### config.mk
export PLATFORM = sky130hd
export DESIGN_NAME = fetch_queue_flat
export DESIGN_NICKNAME = d
export VERILOG_FILES = /design/src/rtl/fetch_pkg.sv /design/src/rtl/fetch_queue_if.sv /design/src/rtl/fq_storage.sv /design/src/rtl/fetch_queue.sv /design/src/flat_wrapper.sv
export SDC_FILE = /design/constraint.sdc
export NUM_CORES = 1
export LEC_CHECK = 0
export CORE_ASPECT_RATIO = 1.4
export CORE_MARGIN = 4
export CORE_UTILIZATION = 35
export DETAILED_ROUTE_END_ITERATION = 8
export GPL_TIMING_DRIVEN = 1
export PLACE_DENSITY = 0.55
export SYNTH_ARGS = -nofsm -noshare
export SYNTH_HDL_FRONTEND = slang
export SYNTH_SLANG_ARGS = --single-unit
### constraint.sdc
create_clock -name clk -period 5.65 [get_ports clk]
set_input_delay 0.8475 -clock clk [delete_from_list [all_inputs] [get_ports clk]]
set_output_delay 0.8475 -clock clk [all_outputs]
set_load 0.02 [all_outputs]
### src/rtl/fetch_pkg.sv
// fetch_pkg: types and constants shared by fetch, decode and the hazard unit.
//   fq_entry_t : one buffered fetch record {instr, pc, pcplus4}
//   NOP_INSTR  : addi x0,x0,0, presented to decode when nothing is buffered
package fetch_pkg;

    typedef struct packed {
        logic [31:0] instr;
        logic [31:0] pc;
        logic [31:0] pcplus4;
    } fq_entry_t;

    localparam logic [31:0] NOP_INSTR = 32'h0000_0013;

endpackage

### src/rtl/fetch_queue_if.sv
// fetch_queue_if: fetch -> decode handshake bundle around the fetch queue.
//   master : fetch/hazard side (drives the fetched word, StallD, FlushD)
//   slave  : the queue (drives FullF and the decode-side head outputs)
interface fetch_queue_if #(
    parameter int DEPTH = 4
);
    localparam int CW = $clog2(DEPTH + 1);

    logic          ValidF;
    logic [31:0]   InstrF;
    logic [31:0]   PCF;
    logic [31:0]   PCPlus4F;
    logic          FullF;
    logic          StallD;
    logic          FlushD;
    logic          ValidD;
    logic [31:0]   InstrD;
    logic [31:0]   PCD;
    logic [31:0]   PCPlus4D;
    logic [CW-1:0] CountD;

    modport master (
        output ValidF, InstrF, PCF, PCPlus4F, StallD, FlushD,
        input  FullF, ValidD, InstrD, PCD, PCPlus4D, CountD
    );

    modport slave (
        input  ValidF, InstrF, PCF, PCPlus4F, StallD, FlushD,
        output FullF, ValidD, InstrD, PCD, PCPlus4D, CountD
    );

endinterface

### src/rtl/fq_storage.sv
// fq_storage: DEPTH-entry register array for the fetch queue.
//   clk     : clock
//   we_i    : write enable
//   waddr_i : write address
//   wdata_i : entry to write
//   raddr_i : read address (combinational read)
//   rdata_o : entry at raddr_i
// Data is deliberately not reset; validity is tracked by the queue count.
module fq_storage
    import fetch_pkg::*;
#(
    parameter int DEPTH = 4,
    parameter int AW    = $clog2(DEPTH)
) (
    input  logic          clk,
    input  logic          we_i,
    input  logic [AW-1:0] waddr_i,
    input  fq_entry_t     wdata_i,
    input  logic [AW-1:0] raddr_i,
    output fq_entry_t     rdata_o
);

    fq_entry_t mem_q [DEPTH];

    // Single write port.
    always_ff @(posedge clk) begin
        if (we_i) begin
            mem_q[waddr_i] <= wdata_i;
        end
    end

    assign rdata_o = mem_q[raddr_i];

endmodule

### src/rtl/fetch_queue.sv
// fetch_queue: FIFO between fetch and decode replacing the IF/ID register.
//   clk, rst : clock, synchronous active-high reset
//   fq.*     : fetch side (ValidF/InstrF/PCF/PCPlus4F -> FullF),
//              decode side (StallD/FlushD -> ValidD/InstrD/PCD/PCPlus4D/CountD)
// Head outputs are combinational from storage; an empty queue shows NOP.
module fetch_queue
    import fetch_pkg::*;
#(
    parameter int          DEPTH = 4,
    parameter logic [31:0] NOP   = NOP_INSTR
) (
    input  logic          clk,
    input  logic          rst,
    fetch_queue_if.slave  fq
);

    localparam int PW = $clog2(DEPTH);
    localparam int CW = $clog2(DEPTH + 1);

    logic [PW-1:0] wptr_q, wptr_d;
    logic [PW-1:0] rptr_q, rptr_d;
    logic [CW-1:0] count_q, count_d;

    logic      full_s;
    logic      nonempty_s;
    logic      push_s;
    logic      pop_s;
    fq_entry_t wdata_s;
    fq_entry_t head_s;

    // Full only blocks fetch while decode is also stalled: a consuming
    // decode frees the slot the same cycle. No path from ValidF here.
    assign full_s     = (count_q == CW'(DEPTH)) && fq.StallD;
    assign nonempty_s = (count_q != {CW{1'b0}});
    assign pop_s      = nonempty_s && !fq.StallD && !fq.FlushD;
    assign push_s     = fq.ValidF && !full_s && !fq.FlushD;

    assign wdata_s = '{instr: fq.InstrF, pc: fq.PCF, pcplus4: fq.PCPlus4F};

    fq_storage #(
        .DEPTH (DEPTH),
        .AW    (PW)
    ) u_storage (
        .clk     (clk),
        .we_i    (push_s && !rst),
        .waddr_i (wptr_q),
        .wdata_i (wdata_s),
        .raddr_i (rptr_q),
        .rdata_o (head_s)
    );

    // Next-state pointers and occupancy; flush clears everything.
    always_comb begin
        wptr_d  = wptr_q;
        rptr_d  = rptr_q;
        count_d = count_q;
        if (fq.FlushD) begin
            wptr_d  = {PW{1'b0}};
            rptr_d  = {PW{1'b0}};
            count_d = {CW{1'b0}};
        end else begin
            if (push_s) begin
                wptr_d = wptr_q + PW'(1);
            end else begin
                wptr_d = wptr_q;
            end
            if (pop_s) begin
                rptr_d = rptr_q + PW'(1);
            end else begin
                rptr_d = rptr_q;
            end
            case ({push_s, pop_s})
                2'b10:   count_d = count_q + CW'(1);
                2'b01:   count_d = count_q - CW'(1);
                default: count_d = count_q;
            endcase
        end
    end

    // State registers with synchronous reset.
    always_ff @(posedge clk) begin
        if (rst) begin
            wptr_q  <= {PW{1'b0}};
            rptr_q  <= {PW{1'b0}};
            count_q <= {CW{1'b0}};
        end else begin
            wptr_q  <= wptr_d;
            rptr_q  <= rptr_d;
            count_q <= count_d;
        end
    end

    // Head presentation: stored entry when non-empty, NOP bubble otherwise.
    always_comb begin
        if (nonempty_s) begin
            fq.ValidD   = 1'b1;
            fq.InstrD   = head_s.instr;
            fq.PCD      = head_s.pc;
            fq.PCPlus4D = head_s.pcplus4;
        end else begin
            fq.ValidD   = 1'b0;
            fq.InstrD   = NOP;
            fq.PCD      = 32'h0000_0000;
            fq.PCPlus4D = 32'h0000_0000;
        end
    end

    assign fq.FullF  = full_s;
    assign fq.CountD = count_q;

endmodule

### src/flat_wrapper.sv
// flat-port wrapper written by rule: the top's interface ports become plain ports
module fetch_queue_flat import fetch_pkg::*;
#(
    parameter int          DEPTH = 4,
    parameter logic [31:0] NOP   = NOP_INSTR
)
  (clk, rst, fq_ValidF, fq_InstrF, fq_PCF, fq_PCPlus4F, fq_StallD, fq_FlushD, fq_FullF, fq_ValidD, fq_InstrD, fq_PCD, fq_PCPlus4D, fq_CountD);
  fetch_queue_if #(.DEPTH(DEPTH)) fq_i ();
  input  logic clk;
  input  logic rst;
  input wire logic [$bits(fq_i.ValidF)-1:0] fq_ValidF;
  input wire logic [$bits(fq_i.InstrF)-1:0] fq_InstrF;
  input wire logic [$bits(fq_i.PCF)-1:0] fq_PCF;
  input wire logic [$bits(fq_i.PCPlus4F)-1:0] fq_PCPlus4F;
  input wire logic [$bits(fq_i.StallD)-1:0] fq_StallD;
  input wire logic [$bits(fq_i.FlushD)-1:0] fq_FlushD;
  output wire logic [$bits(fq_i.FullF)-1:0] fq_FullF;
  output wire logic [$bits(fq_i.ValidD)-1:0] fq_ValidD;
  output wire logic [$bits(fq_i.InstrD)-1:0] fq_InstrD;
  output wire logic [$bits(fq_i.PCD)-1:0] fq_PCD;
  output wire logic [$bits(fq_i.PCPlus4D)-1:0] fq_PCPlus4D;
  output wire logic [$bits(fq_i.CountD)-1:0] fq_CountD;
  assign fq_i.ValidF = fq_ValidF;
  assign fq_i.InstrF = fq_InstrF;
  assign fq_i.PCF = fq_PCF;
  assign fq_i.PCPlus4F = fq_PCPlus4F;
  assign fq_i.StallD = fq_StallD;
  assign fq_i.FlushD = fq_FlushD;
  assign fq_FullF = fq_i.FullF;
  assign fq_ValidD = fq_i.ValidD;
  assign fq_InstrD = fq_i.InstrD;
  assign fq_PCD = fq_i.PCD;
  assign fq_PCPlus4D = fq_i.PCPlus4D;
  assign fq_CountD = fq_i.CountD;
  fetch_queue #(.DEPTH(DEPTH), .NOP(NOP)) u_core (.clk(clk), .rst(rst), .fq(fq_i));
endmodule
==> impl_metrics.toml, run 1 <==
[sta]
max_freq_mhz = 246
setup_viol = 0
setup_ws_ns = 1.59
grt_setup_unrepaired = "no"
tightest_slew_ns = 0.888
skew_ns = 0.00654
setup_tns_ns = 0
slew_headroom_pct = 40.8
drv_slew = 0
min_period_over_period_pct = 71.9
hold_violations = 0
fin_crit_ns = 4.06

[worst_setup_path]
end_kind = "output port"
arrival_ns = 3.21
worstPathRequired_ns = 4.80
reg2reg_slack_ns = 3.08
crit_cells = 4
crit_type = "register to output port"
slowest_delay_ns = 0.89
path_max_fanout = 37
startpoint_type = "register"
worst-path-buf-inv = 2
critPathTopFamily = "buffers and inverters"
rr_worst_depth = 5
crit_slowest_cell = "dfxtp_4"
crit_chain = "buf_12, mux4_2, or2_1, clkdlybuf4s50_1"

[job]
drv_cap = 0

[placement]
portBuffers = 201
hpwlAfterDp_mm = 18.5
place_congestion = 0.699
place_ws_ns = 2.01

[routing]
routed_wl_mm = 31.2
routedWlPerCell_um = 21.4
postRouteAntennaNets = 0
drt-initial-drc-count = 409
firstDrtPassIters = 4
post_drt_via_cell_ratio = 4.86
vias = 7098
drc = 0

[clock_network]
clk_pin_slew_ns = 0.05
cts_resized = 0
clock_sinks = 393
cts_tree = "yes"
cts_buffer_depth = 3
cts_setup_buffers = 0
clk_latency_ns = 0.52
cts_hold_buf = 0
cts_buffers = 39
h-tree-depth = 2
cts-root-buf = "clkbuf_16"

[yosys]
synthTopCellsByCount = "edfxtp_1, mux4_2, and2_1"
synthFlopType = "edfxtp_1"
async_flop_share_pct = 0
ys_seq_area_share_pct = 78.2
synth_area_leaders = "edfxtp_1, mux4_2, and2_1, dfxtp_1, ha_1"
synth_edf_count = 384
yosys.area.top_type_share_pct = 77.0
yosysUniqueCellTypes = 24
synthCells = 666
avgSynthCellArea_sq_um = 22.5
synth_area_sq_mm = 0.0150
ys_ff_latch = 393
yosysTopAreaCell = "edfxtp_1"
yosys_warnings = 0
syn_nets = 773
yosysMostFrequentCell = "edfxtp_1"

[floorplanning]
io_pins = 202
design.die.area_sq_mm = 0.0462
rows = 89
start_util_pct = 35.5
fp.dieH_um = 253
die_x_um = 183
core_sq_mm = 0.0422

[hold_path]
min_path_cells = 2
worstHoldPathType = "register to register"

[outcome]
status = "finished, final reports clean"

[pwr]
total_power_mw = 6.03
p_leak_nw = 5.84
peakVddDrop_mv = 0.164
powerDensity_mw_per_mm2 = 319

[global_route]
antenna_found_initial = 3
grt_pass1_vias = 7813
grt_pass1_wl_mm = 47.8
overflow = 0
grt_max_degree = 59
grt_usage_pct = 13.5

[finish]
drive_gt1_share_pct = 18.3
fin_util_pct = 44.8
layout.nets = 992
areaGrowthSynthToFinish_pct = 26.3
==> per-stage QoR <==
step | std cells | hold slack (ns) | cell area (sq um)
2_1_floorplan | 666 | 0.459 | 15000
3_3_place_gp | 1390 | 0.474 | 17700
3_5_place_dp | 1390 | 0.480 | 17700
4_1_cts | 1458 | 0.488 | 18900
5_1_grt | 1459 | 0.542 | 18900
6_report | 1461 | 0.484 | 18900
==> worst paths after layout <==
check                           start                             to
setup / recovery             register                   fq_InstrD[0]
hold / removal       u_core.rptr_q[1]                       register
setup reg to reg  u_core.fq.CountD[0]  u_core.u_storage.mem_q[3][58]
hold reg to reg      u_core.rptr_q[1]                       register
==> tightest hold or removal path, delay by kind of cell, from the launching register on <==
family	cells	cell delay (ns)
AOI/OAI and AO/OA	2	0.14
DFF	1	0.30
==> power breakdown <==
part           internal, mW  switching, mW  leakage, nW
Sequential             3.23        0.00887         3.54
Clock                  1.50           1.03        0.609
Combinational         0.141          0.127         1.69
Total                  4.87           1.17         5.84
==> registers in the layout, indices dropped and copies added (netlist names), named ones only <==
signal / cells
u_core.wptr_q: 2
u_core.fq.CountD: 3
u_core.u_storage.mem_q: 384
u_core.rptr_q: 2
==> area by class of cell <==
cell class / instances / area (sq um)
diodes: 3 / 7.51
fillers: 3632 / 23300
well taps: 546 / 683
inverters: 8 / 30.0
flip-flops and latches: 393 / 11700
multi-input cells: 232 / 3060
clock buffers: 46 / 1040
clock inverters: 22 / 199
repair buffers: 211 / 2160
==> kinds of logic after synthesis <==
group,Yosys count,share of synthesized area [%]
AO/OA/AOI/OAI,12,0.401
XOR/XNOR,2,0.117
adder cells (fa/ha/maj),6,0.552
buffers and inverters,41,1.48
flip-flops,393,78.2
multiplexers,96,14.4
AND/OR/NAND/NOR,116,4.80
==> routing by layer <==
layer / up-vias / global-route usage (%) / wire length [um]
met5: - / 0 / 0
met4: 0 / 4.22 / 680
met3: 47 / 2.65 / 1490
met2: 159 / 24.1 / 16700
met1: 3735 / 16.7 / 12300
li1: 3157 / - / -
==> cell usage in the layout, fill, tap and decap left out <==
master           synthesis  routed
or2_1                    3       3
buf_12                   1       6
o21ai_0                  5       5
clkdlybuf4s50_1          0     201
nor2_1                   5       5
nor3_2                   1       1
a21oi_1                  7       7
mux4_2                  96      96
dfxtp_1                  9       7
nand3_1                  2       2
bufinv_16                0       4
or3_1                    4       4
clkbuf_16                0      41
xor2_1                   2       2
or2_2                    1       1
buf_4                    0       4
fa_1                     1       1
and3_4                   0       4
ha_1                     5       5
clkinvlp_4               0       1
nor3_1                   1       1
edfxtp_1               384     384
dfxtp_4                  0       2
nand2b_1                 1       1
inv_2                    0       1
clkbuf_1                16       5
and2_1                  93      93
inv_1                    8       7
clkinv_2                 0       6
nand4bb_1                1       1
diode_2                  0       3
clkinv_1                 0      11
Note: power is estimated with default switching activity, not from simulation.
==> inputs of run 2 (changes only) <==
==> constraint.sdc (replaced) <==
create_clock -name clk -period 4.25 [get_ports clk]
set_input_delay 0.6375 -clock clk [delete_from_list [all_inputs] [get_ports clk]]
set_output_delay 0.6375 -clock clk [all_outputs]
set_load 0.02 [all_outputs]
==> impl_metrics.toml, run 2 (synthesis gave the netlist of run 1 again) <==
[worst_setup_path]
crit_type = "register to output port"
slowest_delay_ns = 0.55
worstPathRequired_ns = 3.61
crit_slowest_cell = "clkdlybuf4s50_1"
end_kind = "output port"
crit_cells = 5
crit_chain = "nor3_2, inv_2, buf_4, and2_1, clkdlybuf4s50_1"
rr_worst_depth = 5
critPathTopFamily = "buffers and inverters"
startpoint_type = "register"
path_max_fanout = 33
worst-path-buf-inv = 3
arrival_ns = 3.02

[global_route]
antenna_found_initial = 4
grt_pass1_vias = 7835
grt_max_degree = 81
grt_usage_pct = 13.7
overflow = 0
grt_pass1_wl_mm = 48.0

[floorplanning]
io_pins = 202
start_util_pct = 35.5
die_x_um = 183
core_sq_mm = 0.0422
rows = 89
design.die.area_sq_mm = 0.0462
fp.dieH_um = 253

[routing]
routed_wl_mm = 31.6
postRouteAntennaNets = 0
vias = 7122
drc = 0
drt-initial-drc-count = 298
firstDrtPassIters = 4
post_drt_via_cell_ratio = 4.85
routedWlPerCell_um = 21.5

[placement]
hpwlAfterDp_mm = 19.0
place_ws_ns = 0.936
portBuffers = 201
dp_cells = 1395
place_congestion = 0.717

[clock_network]
cts_setup_buffers = 0
clock_sinks = 393
cts_hold_buf = 0
clk_latency_ns = 0.53
h-tree-depth = 2
clk_pin_slew_ns = 0.06
cts_buffer_depth = 3
cts_resized = 0
cts_buffers = 39
cts_tree = "yes"
cts-root-buf = "clkbuf_16"

[finish]
layout.nets = 997
largest_reg_flops = 384
fin_util_pct = 44.7
top_register = "u_core.u_storage.mem_q"
final_common_cell = "edfxtp_1"
areaGrowthSynthToFinish_pct = 26.1
final_cell_count_no_fill = 1468
drive_gt1_share_pct = 18.5
layout_common_cells = "edfxtp_1, clkdlybuf4s50_1, mux4_2"

[hold_path]
min_path_cells = 2
worstHoldPathType = "register to register"

[sta]
hold_violations = 0
setup_viol = 0
drv_slew = 0
setup_ws_ns = 0.594
tightest_slew_ns = 0.735
skew_ns = 0.0119
grt_setup_unrepaired = "no"
slew_headroom_pct = 50.9
max_freq_mhz = 274
setup_tns_ns = 0
min_period_over_period_pct = 86.0
fin_crit_ns = 3.66

[pwr]
powerDensity_mw_per_mm2 = 413
peakVddDrop_mv = 0.275
p_leak_nw = 5.83
total_power_mw = 7.81

[outcome]
status = "finished, final reports clean"

[job]
drv_cap = 0
==> run 2: area by class of cell <==
class / instances / area (sq um)
fill: 3597 / 23300
sequential: 393 / 11700
multi-input combinational: 232 / 3060
timing repair buffer: 216 / 2220
clock buffer: 53 / 1080
tap: 546 / 683
clock inverter: 17 / 78.8
inverter: 8 / 30.0
antenna: 3 / 7.51
==> run 2: worst paths after layout <==
check                                         start                      endpoint  slack (ns)
worst min register to register     u_core.rptr_q[1]                      register        0.48
worst max register to register  u_core.fq.CountD[1]  u_core.u_storage.mem_q[3][0]        1.89
worst min-delay path               u_core.rptr_q[1]                      register        0.48
worst max-delay path            u_core.fq.CountD[0]               fq_PCPlus4D[27]        0.59
==> run 2: stage by stage <==
| step | hold WS (ns) | instance area (sq um) |
|---|---|---|
| after floorplan | 0.459 | 15000 |
| after global placement | 0.463 | 17700 |
| after detailed placement | 0.475 | 17700 |
| after CTS | 0.485 | 18900 |
| after global routing | 0.540 | 18900 |
| final | 0.481 | 18900 |
==> run 2: tightest hold or removal path: cells and delay by family (launching register included) <==
family | cells | cell delay [ns]
DFF | 1 | 0.30
AOI/OAI and AO/OA | 2 | 0.13
==> run 2: report_power, final <==
group | switching (mW) | leakage, nW | internal, mW
registers | 0.0113 | 3.54 | 4.29
clock network | 1.37 | 0.563 | 1.78
logic | 0.169 | 1.72 | 0.189
total | 1.55 | 5.83 | 6.26
==> run 2: metal layers <==
layer / GRT usage (%) / share of wire, %
met5: 0 / 0
met4: 4.32 / 2.5
met3: 3.25 / 5.6
met2: 25.0 / 54
met1: 16.0 / 38
==> inputs of run 3 (changes only) <==
--- a/config.mk
+++ b/config.mk
@@ -5,12 +5,15 @@
 export SDC_FILE = /design/constraint.sdc
 export NUM_CORES = 1
 export LEC_CHECK = 0
+export CELL_PAD_IN_SITES_DETAIL_PLACEMENT = 1
+export CELL_PAD_IN_SITES_GLOBAL_PLACEMENT = 1
 export CORE_ASPECT_RATIO = 1.4
 export CORE_MARGIN = 4
 export CORE_UTILIZATION = 35
 export DETAILED_ROUTE_END_ITERATION = 8
+export DONT_BUFFER_PORTS = 1
 export GPL_TIMING_DRIVEN = 1
-export PLACE_DENSITY = 0.55
+export PLACE_DENSITY = 0.54
 export SYNTH_ARGS = -nofsm -noshare
 export SYNTH_HDL_FRONTEND = slang
 export SYNTH_SLANG_ARGS = --single-unit
==> impl_metrics.toml, run 3 (synthesis gave the netlist of run 1 again) <==
[outcome]
status = "finished, final reports clean"

[worst_setup_path]
crit_chain = "buf_12, mux4_2, and2_1"
arrival_ns = 2.56
slowest_delay_ns = 0.73
end_kind = "output port"
reg2reg_slack_ns = 1.53
path_max_fanout = 45
crit_type = "register to output port"
crit_slowest_cell = "dfxtp_4"
worstPathRequired_ns = 3.61
worst-path-buf-inv = 1
startpoint_type = "register"
critPathTopFamily = "flip-flops"

[finish]
fin_util_pct = 40.2
layout.nets = 796
final-seq-area_sq_mm = 0.0117
design_area_sq_mm = 0.0170
fillCellCount = 3926
layout_common_cells = "edfxtp_1, mux4_2, and2_1"
top_register = "u_core.u_storage.mem_q"
multi_input_area_sq_mm = 0.00306
drive_gt1_share_pct = 23.8
diodes = 0
final_common_cell = "edfxtp_1"
areaGrowthSynthToFinish_pct = 13.2
largest_reg_flops = 384

[routing]
routedWlPerCell_um = 24.3
post_drt_via_cell_ratio = 4.99
drt-initial-drc-count = 251
vias = 6313
firstDrtPassIters = 4
postRouteAntennaNets = 0
drc = 0
routed_wl_mm = 30.7

[floorplanning]
die_x_um = 183
io_pins = 202
fp.dieH_um = 253
core_sq_mm = 0.0422
rows = 89
start_util_pct = 35.5
design.die.area_sq_mm = 0.0462

[sta]
tightest_slew_ns = 0.771
slew_headroom_pct = 48.6
setup_viol = 0
setup_tns_ns = 0
min_period_over_period_pct = 75.3
grt_setup_unrepaired = "no"
skew_ns = 0.0105
max_freq_mhz = 312
fin_crit_ns = 3.20
drv_slew = 0
hold_violations = 0

[clock_network]
cts-root-buf = "clkbuf_16"
cts_buffers = 41
cts_setup_buffers = 0
cts_resized = 0
cts_hold_buf = 0
h-tree-depth = 2
clock_sinks = 393
cts_buffer_depth = 3
clk_pin_slew_ns = 0.06
clk_latency_ns = 0.52
cts_tree = "yes"

[pwr]
peakVddDrop_mv = 0.349
p_leak_nw = 5.12
powerDensity_mw_per_mm2 = 464

[global_route]
overflow = 0
grt_usage_pct = 13.4
grt_pass1_vias = 7304
grt_max_degree = 52
grt_pass1_wl_mm = 46.4
antenna_found_initial = 0

[placement]
place_congestion = 0.709
placed_area_sq_mm = 0.0157
hpwlAfterDp_mm = 18.9
portBuffers = 0

[hold_path]
worstHoldPathType = "primary input to register"

[job]
drv_cap = 0
## run 3: cell types whose count changed in the layout (fill, tap and decap cells not counted)
cell | previous run | this run
clkdlybuf4s50_1 | 201 | 0
bufinv_16 | 0 | 4
diode_2 | 3 | 0
buf_4 | 7 | 5
clkbuf_1 | 11 | 9
clkinv_1 | 9 | 11
clkbuf_8 | 1 | 0
## run 3: cell type report
type,count,share of cell area [%]
Sequential cell,393,69.1
Clock inverter,23,1.22
Inverter,8,0.177
Timing Repair Buffer,13,1.17
Clock buffer,50,6.25
Multi-Input combinational cell,232,18.0
Tap cell,546,4.03
## run 3: layer usage
layer | track usage [%] | share of wire [%]
met5 | 0 | 0
met4 | 3.92 | 2.3
met3 | 4.74 | 7.8
met2 | 24.0 | 54
met1 | 15.0 | 36
## run 3: worst register-to-register path, stage by stage, from the launching register on
cell	delay, ns
dfxtp_1	0.55
nand4bb_1	0.26
inv_1	0.19
nor2_1	0.29
and3_4	0.65
buf_4	0.45
## run 3: metrics by stage
stage / hold WS (ns) / power (mW) / setup WS [ns] / cells
after floorplan: 0.459 / 4.52 / 0.434 / 666
after global placement: 0.469 / 4.56 / 1.50 / 1192
after detailed placement: 0.489 / 4.57 / 1.47 / 1192
after CTS: 0.172 / 7.98 / 0.909 / 1265
after global routing: 0.172 / 8.16 / 0.803 / 1265
final: 0.211 / 7.87 / 1.05 / 1265
## run 3: path summary, 6_finish.rpt
kind | from | to | cells after the start
worst max-delay path | register | fq_PCD[18] | 3
worst min-delay path | fq_InstrF[18] | u_core.u_storage.mem_q[0][82] | 0
worst max register to register | u_core.fq.CountD[0] | u_core.u_storage.mem_q[0][40] | 5
worst min register to register | u_core.rptr_q[1] | register | 2
## run 3: power by group
group / switching (mW) / internal (mW) / total (mW) / leakage, nW
logic: 0.113 / 0.0608 / 0.174 / 0.968
registers: 0.0124 / 4.29 / 4.31 / 3.54
clock network: 1.38 / 2.01 / 3.38 / 0.613
